**config.mk**
```make
export PLATFORM = sky130hd
export DESIGN_NAME = alu_longop_unit_flat
export DESIGN_NICKNAME = d
export VERILOG_FILES = /design/src/rtl/alu_pkg.sv /design/src/rtl/alu_longop_unit_if.sv /design/src/rtl/alu_longop_unit_div_step.sv /design/src/rtl/alu_longop_unit.sv /design/src/flat_wrapper.sv
export SDC_FILE = /design/constraint.sdc
export NUM_CORES = 2
export LEC_CHECK = 0
export ABC_AREA = 1
export BUFFER_PORTS_ARGS = -buffer_cell sky130_fd_sc_hd__buf_2
export CAP_MARGIN = 30
export CORE_MARGIN = 4
export CORE_UTILIZATION = 40
export CTS_BUF_LIST = sky130_fd_sc_hd__clkbuf_2
export DETAILED_ROUTE_END_ITERATION = 12
export HOLD_SLACK_MARGIN = 0.03
export PLACE_DENSITY_LB_ADDON = 0.08
export REMOVE_ABC_BUFFERS = 1
export SYNTH_ARGS = -nofsm -noshare
export SYNTH_HDL_FRONTEND = slang
export SYNTH_SLANG_ARGS = --single-unit
```
**constraint.sdc**
```tcl
create_clock -name clk -period 7.6 [get_ports clk]
set_input_delay 0.38 -clock clk [delete_from_list [all_inputs] [get_ports clk]]
set_output_delay 0.38 -clock clk [all_outputs]
set_load 0.02 [all_outputs]
```
**src/rtl/alu_pkg.sv**
```systemverilog
// Shared ALU definitions: op codes, flag bit positions, long-op FSM states.
// Imported by the single-cycle ALU and by alu_longop_unit so encodings stay in step.
// Pure declarations; no logic, no latency.
package alu_pkg;

   // ALU op codes carried on ALUControl
   localparam logic [2:0] ALU_ADD = 3'b000;
   localparam logic [2:0] ALU_SUB = 3'b001;
   localparam logic [2:0] ALU_AND = 3'b010;
   localparam logic [2:0] ALU_ORR = 3'b011;
   localparam logic [2:0] ALU_XOR = 3'b100;
   localparam logic [2:0] ALU_DIV = 3'b101;
   localparam logic [2:0] ALU_POW = 3'b110;

   // Bit positions inside the {N,Z,C,V} flag nibble
   localparam int FLAG_N = 3;
   localparam int FLAG_Z = 2;
   localparam int FLAG_C = 1;
   localparam int FLAG_V = 0;

   // Default largest exponent POW computes before saturating
   localparam int MAX_EXP_DEF = 8;

   typedef enum logic [1:0] {
      ST_IDLE    = 2'd0,
      ST_DIV_RUN = 2'd1,
      ST_POW_RUN = 2'd2,
      ST_DONE    = 2'd3
   } longop_state_t;

endpackage

```
**src/rtl/alu_longop_unit_if.sv**
```systemverilog
// Request/response bundle between the datapath and the long-op unit.
// Datapath drives start/op/operands; the unit returns busy, done and results.
// No buffering: the datapath must stall while busy is high.
interface alu_longop_unit_if #(
   parameter int WIDTH = 32
);
   logic             start;
   logic [2:0]       ALUControl;
   logic [WIDTH-1:0] A;
   logic [WIDTH-1:0] B;
   logic             busy;
   logic             done;
   logic [WIDTH-1:0] Result;
   logic [3:0]       ALUFlags;
   logic             div_by_zero;

   modport master (
      output start, ALUControl, A, B,
      input  busy, done, Result, ALUFlags, div_by_zero
   );

   modport slave (
      input  start, ALUControl, A, B,
      output busy, done, Result, ALUFlags, div_by_zero
   );
endinterface

```
**src/rtl/alu_longop_unit_div_step.sv**
```systemverilog
// One restoring-division step: shift in the next dividend bit, trial-subtract.
// Purely combinational, zero latency.
// No handshake; the caller decides when to register the outputs.
module div_step #(
   parameter int WIDTH = 32
) (
   input  logic [WIDTH:0]   rem,
   input  logic             msb,
   input  logic [WIDTH-1:0] divisor,
   output logic [WIDTH:0]   rem_next,
   output logic             q_bit
);

   logic [WIDTH:0] shifted;
   logic [WIDTH:0] dvs_ext;

   assign shifted = {rem[WIDTH-1:0], msb};
   assign dvs_ext = {1'b0, divisor};

   // Keep the difference only when the divisor fits into the shifted remainder
   always_comb begin
      q_bit    = 1'b0;
      rem_next = shifted;
      if (shifted >= dvs_ext) begin
         q_bit    = 1'b1;
         rem_next = shifted - dvs_ext;
      end
   end

endmodule

```
**src/rtl/alu_longop_unit.sv**
```systemverilog
// Multi-cycle DIV (restoring, WIDTH cycles) and POW (one multiply per cycle) unit.
// Latency: DIV WIDTH+1 cycles, POW e+1 cycles, trivial cases 1 cycle to done.
// Backpressure: start only accepted in IDLE; ignored while busy or in DONE.
module alu_longop_unit
   import alu_pkg::*;
#(
   parameter int WIDTH    = 32,
   parameter int EXP_BITS = 4,
   parameter int MAX_EXP  = MAX_EXP_DEF
) (
   input  logic             clk,
   input  logic             reset,
   alu_longop_unit_if.slave bus
);

   localparam int CW = $clog2(WIDTH + 1);

   longop_state_t      state;
   logic [WIDTH:0]     rem;
   logic [WIDTH-1:0]   dvd_quo;   // dividend bits shift out the top, quotient bits shift in below
   logic [WIDTH-1:0]   dvs;
   logic [WIDTH-1:0]   base;
   logic [WIDTH-1:0]   acc;
   logic               ovf;
   logic [CW-1:0]      cnt;

   logic [WIDTH:0]     rem_nxt;
   logic               q_bit;
   logic [WIDTH-1:0]   quo_nxt;
   logic [2*WIDTH-1:0] prod;
   logic               prod_hi;
   logic [EXP_BITS-1:0] e_in;

   div_step #(.WIDTH(WIDTH)) u_div_step (
      .rem      (rem),
      .msb      (dvd_quo[WIDTH-1]),
      .divisor  (dvs),
      .rem_next (rem_nxt),
      .q_bit    (q_bit)
   );

   assign quo_nxt = {dvd_quo[WIDTH-2:0], q_bit};
   assign prod    = {{WIDTH{1'b0}}, acc} * {{WIDTH{1'b0}}, base};
   assign prod_hi = |prod[2*WIDTH-1:WIDTH];
   assign e_in    = bus.B[EXP_BITS-1:0];

   function automatic logic [3:0] flags_of(input logic [WIDTH-1:0] r, input logic v);
      logic [3:0] f;
      f         = 4'b0000;
      f[FLAG_N] = r[WIDTH-1];
      f[FLAG_Z] = (r == '0);
      f[FLAG_C] = 1'b0;
      f[FLAG_V] = v;
      return f;
   endfunction

   // Control FSM with operand capture, iteration datapath and registered outputs
   always_ff @(posedge clk) begin
      if (reset) begin
         state           <= ST_IDLE;
         bus.busy        <= 1'b0;
         bus.done        <= 1'b0;
         bus.Result      <= '0;
         bus.ALUFlags    <= 4'b0000;
         bus.div_by_zero <= 1'b0;
         rem             <= '0;
         dvd_quo         <= '0;
         dvs             <= '0;
         base            <= '0;
         acc             <= '0;
         ovf             <= 1'b0;
         cnt             <= '0;
      end else begin
         case (state)
            ST_IDLE: begin
               if (bus.start) begin
                  bus.div_by_zero <= 1'b0;
                  rem             <= '0;
                  dvd_quo         <= bus.A;
                  dvs             <= bus.B;
                  base            <= bus.A;
                  acc             <= WIDTH'(1);
                  ovf             <= 1'b0;
                  if (bus.ALUControl == ALU_DIV && bus.B != '0) begin
                     state    <= ST_DIV_RUN;
                     bus.busy <= 1'b1;
                     cnt      <= CW'(WIDTH);
                  end else if (bus.ALUControl == ALU_POW && e_in != '0 &&
                               int'(e_in) <= MAX_EXP) begin
                     state    <= ST_POW_RUN;
                     bus.busy <= 1'b1;
                     cnt      <= CW'(e_in);
                  end else begin
                     // Cases resolved without iterating finish in the next cycle
                     state    <= ST_DONE;
                     bus.done <= 1'b1;
                     if (bus.ALUControl == ALU_DIV) begin
                        bus.Result      <= '0;
                        bus.ALUFlags    <= flags_of('0, 1'b0);
                        bus.div_by_zero <= 1'b1;
                     end else if (bus.ALUControl == ALU_POW && e_in == '0) begin
                        bus.Result   <= WIDTH'(1);
                        bus.ALUFlags <= flags_of(WIDTH'(1), 1'b0);
                     end else if (bus.ALUControl == ALU_POW) begin
                        bus.Result   <= '1;
                        bus.ALUFlags <= flags_of('1, 1'b1);
                     end else begin
                        bus.Result   <= '0;
                        bus.ALUFlags <= flags_of('0, 1'b0);
                     end
                  end
               end
            end
            ST_DIV_RUN: begin
               rem     <= rem_nxt;
               dvd_quo <= quo_nxt;
               cnt     <= cnt - 1'b1;
               if (cnt == CW'(1)) begin
                  state        <= ST_DONE;
                  bus.busy     <= 1'b0;
                  bus.done     <= 1'b1;
                  bus.Result   <= quo_nxt;
                  bus.ALUFlags <= flags_of(quo_nxt, 1'b0);
               end
            end
            ST_POW_RUN: begin
               acc <= prod[WIDTH-1:0];
               ovf <= ovf | prod_hi;
               cnt <= cnt - 1'b1;
               if (cnt == CW'(1)) begin
                  state        <= ST_DONE;
                  bus.busy     <= 1'b0;
                  bus.done     <= 1'b1;
                  bus.Result   <= prod[WIDTH-1:0];
                  bus.ALUFlags <= flags_of(prod[WIDTH-1:0], ovf | prod_hi);
               end
            end
            ST_DONE: begin
               bus.done <= 1'b0;
               state    <= ST_IDLE;
            end
            default: state <= ST_IDLE;
         endcase
      end
   end

endmodule
```
**src/flat_wrapper.sv**
```systemverilog
// flat-port wrapper written by rule: the top's interface ports become plain ports
module alu_longop_unit_flat import alu_pkg::*;
#(
   parameter int WIDTH    = 32,
   parameter int EXP_BITS = 4,
   parameter int MAX_EXP  = MAX_EXP_DEF
)
  (clk, reset, bus_start, bus_ALUControl, bus_A, bus_B, bus_busy, bus_done, bus_Result, bus_ALUFlags, bus_div_by_zero);
  alu_longop_unit_if #(.WIDTH(WIDTH)) bus_i ();
  input  logic clk;
  input  logic reset;
  input wire logic [$bits(bus_i.start)-1:0] bus_start;
  input wire logic [$bits(bus_i.ALUControl)-1:0] bus_ALUControl;
  input wire logic [$bits(bus_i.A)-1:0] bus_A;
  input wire logic [$bits(bus_i.B)-1:0] bus_B;
  output wire logic [$bits(bus_i.busy)-1:0] bus_busy;
  output wire logic [$bits(bus_i.done)-1:0] bus_done;
  output wire logic [$bits(bus_i.Result)-1:0] bus_Result;
  output wire logic [$bits(bus_i.ALUFlags)-1:0] bus_ALUFlags;
  output wire logic [$bits(bus_i.div_by_zero)-1:0] bus_div_by_zero;
  assign bus_i.start = bus_start;
  assign bus_i.ALUControl = bus_ALUControl;
  assign bus_i.A = bus_A;
  assign bus_i.B = bus_B;
  assign bus_busy = bus_i.busy;
  assign bus_done = bus_i.done;
  assign bus_Result = bus_i.Result;
  assign bus_ALUFlags = bus_i.ALUFlags;
  assign bus_div_by_zero = bus_i.div_by_zero;
  alu_longop_unit #(.WIDTH(WIDTH), .EXP_BITS(EXP_BITS), .MAX_EXP(MAX_EXP)) u_core (.clk(clk), .reset(reset), .bus(bus_i));
endmodule
```
# --- Yosys cells after proc, flatten, opt, wreduce, memory -nomap -nowiden ---
# Cells that the tools add are included.
op_classes:
  n_addsub: 2
  n_mul: 1
  order_cmp: 2
  n_eq_ne: 13
  mux: 50
  bitwise_logic: 1
  reduce_logical: 24
ops:
  columns: ["operator", "n"]
  rows:
  - ["$mux W32", 12]
  - ["$pmux W32 S2", 3]
  - ["$pmux W32 S3", 1]
  - ["$logic_not A32 Y1", 2]
  - ["$mul A32 B32 Y64", 1]
  - ["$ge A33 B32 Y1", 1]
  - ["$mux W4", 8]
  - ["$reduce_bool A32 Y1", 1]
  - ["$reduce_or A32 Y1", 1]
  - ["$sub A32 B32 Y32", 1]
  - ["$mux W6", 3]
  - ["$mux W1", 14]
  - ["$pmux W4 S3", 1]
  - ["$pmux W6 S2", 1]
  - ["$reduce_and A2 Y1", 4]
  - ["$reduce_and A4 Y1", 2]
  - ["$eq A3 B3 Y1 const B", 2]
  - ["$eq A6 B1 Y1 const B", 1]
  - ["$mux W2", 3]
  - ["$ne A2 B1 Y1 const B", 3]
  - ["$ne A2 B2 Y1 const B", 3]
  - ["$pmux W2 S3", 1]
  - ["$reduce_and A6 Y1", 1]
  - ["$reduce_bool A2 Y1", 3]
  - ["other kinds (15)", 20]
word_totals:
  register_bits: 208
  output_inout_bits: 39

# --- Logic depth before layout (Yosys ltp) ---
logic_depth:
  ltp_word: 8
  depth_mapped: 41
  ltp_nobuf: 39

# --- Hierarchy ---
# Synthesis repeated with hierarchy kept, for this count alone.
unflattened:
  hier_cells: 6675
  hier_area_um2: 47420.5
modules_own_cells:
  columns: ["mod", "instances", "cells_per_inst", "area_each_um2"]
  rows:
  - ["alu_longop_unit", 1, 5996, 44109.8]
  - ["div_step", 1, 679, 3310.7]

# --- Worst setup path before layout ---
# No wires, ideal clock.
synth_path:
  path_type: "register to register"
  start: "register u_core.acc[12]"
  end: "register u_core.ovf"
  arrival_ns: 6.610
  slack_ns: 0.858
  path_stages_with_launch: 37
  path_buffers: 2
  period_less_slack_ns: 6.742
  path_cell_list: "dfxtp_1 > clkbuf_1 > clkbuf_1 > nand2_1 > inv_1 > fa_1 > fa_1 > fa_1 > inv_1 > fa_1 > inv_1 > fa_1 > inv_1 > fa_1 > inv_1 > fa_1 > inv_1 > fa_1 > inv_1 > ha_1 > nand2_1 > nor2_1 > nand2_1 > nor2_1 > nand2_1 > nand3_1 > nand2_1 > nand3_1 > nand2_1 > nand2_1 > nand2_1 > nor2_1 > nand2_1 > nor2_1 > nand2_1 > nand3_1 > a21oi_1"
synth_via:
  elab_chain_len: 4
synth_lines:
  columns: ["item", "line", "source"]
  rows:
  - ["start, declared", "alu_longop_unit.sv:23", "logic [WIDTH-1:0] acc;"]
  - ["start signal, assigned", "alu_longop_unit.sv:127", "acc <= prod[WIDTH-1:0];"]
  - ["$mul A32 B32 Y64", "alu_longop_unit.sv:43", "assign prod = {{WIDTH{1'b0}}, acc} * {{WIDTH{1'b0}}, base};"]
  - ["$reduce_or A32 Y1", "alu_longop_unit.sv:44", "assign prod_hi = |prod[2*WIDTH-1:WIDTH];"]
  - ["$or A1 B1 Y1", "alu_longop_unit.sv:128", "ovf <= ovf | prod_hi;"]
  - ["$pmux W1 S2", "alu_longop_unit.sv:74", "case (state)"]
  - ["end signal, assigned", "alu_longop_unit.sv:128", null]
  - ["end, declared", "alu_longop_unit.sv:24", "logic ovf;"]
# Every way passes these cells.
# A chain may end at the register's enable or synchronous reset.

# --- Final worst setup path ---
layout_path:
  start: "register u_core.base[2]"
  end: "register u_core.bus.ALUFlags[2]"
layout_via:
  elab_chain_len: 4
layout_lines:
  columns: ["item", "line", "source"]
  rows:
  - ["start, declared", "alu_longop_unit.sv:22", "logic [WIDTH-1:0] base;"]
  - ["start signal, assigned", "alu_longop_unit.sv:81", "base <= bus.A;"]
  - ["$mul A32 B32 Y64", "alu_longop_unit.sv:43", null]
  - ["$logic_not A32 Y1", "alu_longop_unit.sv:51", "f[FLAG_Z] = (r == '0);"]
  - ["$mux W4", "alu_longop_unit.sv:130", "if (cnt == CW'(1)) begin"]
  - ["$pmux W4 S3", "alu_longop_unit.sv:74", null]
  - ["end signal, assigned", "alu_longop_unit.sv:99", "bus.ALUFlags <= flags_of('0, 1'b0);"]
  - ["end signal, assigned", "alu_longop_unit.sv:123", "bus.ALUFlags <= flags_of(quo_nxt, 1'b0);"]
  - ["end signal, assigned", "alu_longop_unit.sv:135", "bus.ALUFlags <= flags_of(prod[WIDTH-1:0], ovf | prod_hi);"]
  - ["end, declared", "alu_longop_unit_if.sv:24", "output busy, done, Result, ALUFlags, div_by_zero"]
# Every way passes these cells. The select of a mux whose other input is x is not followed.

==> metrics.txt <==
WP data required=8.64 ns; DPL Wire Length=125000 um; DR vias/cell=4.85; first-pass GRT wire length=240000 um; core area=0.115 mm2; area of the multi-input gates=0.0346 mm2; Tmin final=7.30 ns; most used cell, CP=inv_1; Non-Filler Instances=8087; dpl cells=7856; Syn Inst Count=6372; GPL Wtd Cong=0.938; max incr delay on CP=0.54 ns; drt total wl=152000 um; Worst Path Max Fanout=22; final setup vio count=0; total track usage=25.4%; number of nets in the layout=7797; port bufs=107; Max Slew Vio Count=0; Synth warnings=0; largest net degree at the start of global routing=103; synth top area cells=fa_1, nand2_1, inv_1, dfxtp_1, ha_1; H-tree depth=2; leakage=28.0 nW; synthesized area=0.0463 mm2; # clock sinks=206; drt drc=0; Clk Latency, worst-skew pair=1.10 ns; Max Cap Violations=0; Num CTS Buffers=61; Yosys top cell area share=38.8%; FILL cells=11900; skew final=0.0540 ns; initial antenna violation count=4; Die Y-Extent=348 um; worst path arrival time=8.33 ns; Ports=109; Netlist cell types=51; CP max stage cell=fa_1; synthesized area per cell=7.26 um2; total congestion overflow=0; Worst VDD drop=155 uV; vias=39200; fmax=137 MHz; First-pass DRT Iterations=5; WS Path Type=reg2reg; CTS tree=yes; Die X=348 um; setup repair after global routing missed its margin=yes; Total Power=6.12 mW; cell taking the most area after synthesis=fa_1; DRT iter0 DRCs=2221; outcome=finished, final reports clean; clock transition time at the flip-flop clock pins of the worst setup and hold paths=0.12 ns; #FFs+latches synth=206; CTS Buffer Depth=3; Seq. cell area=0.00415 mm2; Relative slew margins=36.6%; post-synthesis sequential area ratio=8.92%; Hold Vio Cnt, Final=0; routed len/inst=18.8 um; Least-Margin Pin Slew=0.941 ns; PD cells=118 mW/mm2; root buffer cell=clkbuf_2; Critical Path End Type=flop; Initial Utilization=40.4%; Hold Slack=0.172 ns; Post-synth top cells=nand2_1, inv_1, fa_1, clkbuf_1, ha_1; asr flop ratio synth=0%; Area Overhead vs Synth=12.3%; Worst Hold Class=in2reg; die area=0.121 mm2; antenna violation net count after detailed routing=0; share of post-route cells with drive strength above 1=8.48%; period utilization=96.0%; most frequent cell after synthesis=nand2_1; dominant synthesized flop cell=dfxtp_1; row count=124; vias in the first global route=41700; number of flops mapped to enable cells by yosys=0; CP startpoint kind=flop
[stage by stage]
stage / TNS [ns] / cell area, um2 / setup WS [ns] / utilization [%]
2_1_floorplan: 0 / 44900 / 0.719 / -
3_3_place_gp: -0.687 / 49600 / -0.322 / 43.3
3_5_place_dp: -0.369 / 49700 / -0.291 / 43.4
4_1_cts: 0 / 51300 / 0.00756 / 44.8
5_1_grt: -0.0337 / 51900 / -0.0314 / 45.4
6_report: 0 / 51900 / 0.302 / 45.4
[what timing repair did]
| action | CTS | global route |
|---|---|---|
| hold buffers | 109 | 0 |
| pin swaps | 0 | 7 |
| resized for setup | 6 | 132 |
| buffers inserted | 0 | 5 |
| endpoints found under the hold margin | 166 | 0 |
| gates cloned | 0 | 4 |
| endpoints found under the setup margin | 5 | 11 |
[path summary, 6_finish.rpt]
check	startpoint	to	slack (ns)	cells after the start
setup reg to reg	u_core.base[2]	u_core.bus.ALUFlags[2]	0.30	33
hold / removal	bus_A[6]	u_core.base[6]	0.17	4
hold reg to reg	u_core.dvs[11]	u_core.dvs[11]	0.47	2
setup / recovery	u_core.base[2]	u_core.bus.ALUFlags[2]	0.30	33
[flip-flops by register name (all words and copies together), names as in the netlist, 2 cells and up]
name / cells
u_core.base: 32
u_core.rem: 32
u_core.cnt: 6
u_core.bus.Result: 31
u_core.bus.ALUFlags: 3
u_core.state: 2
u_core.dvs: 32
u_core.acc: 32
u_core.dvd_quo: 32
[cell type report]
cell class | instances | share of cell area, %
Clock inverter | 22 | 0.207
Antenna cell | 3 | 0.0145
Clock buffer | 86 | 0.829
Tap cell | 1512 | 3.64
Timing Repair Buffer | 433 | 8.00
Sequential cell | 206 | 8.00
Multi-Input combinational cell | 4071 | 66.6
Inverter | 1754 | 12.7
[cells in the final DEF, fill, tap and decap left out, types with 107 or more instances in the layout]
cell,instances
a21oi_1,278
ha_1,288
nor2_1,227
buf_4,139
fa_1,891
dlygate4sd3_1,109
inv_1,1745
dfxtp_1,192
nand2_1,1766
o21ai_0,203
buf_2,107
[layer usage]
metal / GRT usage (%) / vias up / wire length, um
met5: 0 / - / 19
met4: 6.73 / 2 / 5000
met3: 2.76 / 215 / 7540
met2: 42.9 / 886 / 71800
met1: 34.8 / 19400 / 67700
li1: - / 18600 / -
[worst max-delay path: cells and delay by family, from the launching register on]
kind,cells,cell delay (ns)
adder cells (fa/ha/maj),9,4.33
AND/OR/NAND/NOR,12,1.27
buffers and inverters,9,0.66
flip-flops,1,0.36
AO/OA/AOI/OAI,2,0.35
XOR/XNOR,1,0.24
[cell families (layout without fill, tap and decap cells)]
family                     after synthesis  in the layout  synth area share [%]
AOI/OAI and AO/OA                      578            578                  6.81
xor gates and xnor gates                58             58                  1.10
adders and majority gates             1200           1200                  47.0
buffers and inverters                 2095           2295                  17.2
DFF                                    206            206                  8.92
other                                    1              4               0.00811
and+or+nand+nor                       2234           2234                  19.0
[report_power, final]
group | internal (mW) | total [mW] | leakage (nW) | switching, mW
sequential | 1.34 | 1.54 | 1.70 | 0.197
combinational | 1.21 | 3.69 | 25.9 | 2.48
clock | 0.315 | 0.902 | 0.407 | 0.588
total | 2.86 | 6.12 | 28.0 | 3.26
No activity file was read; power rests on OpenSTA's default activity.
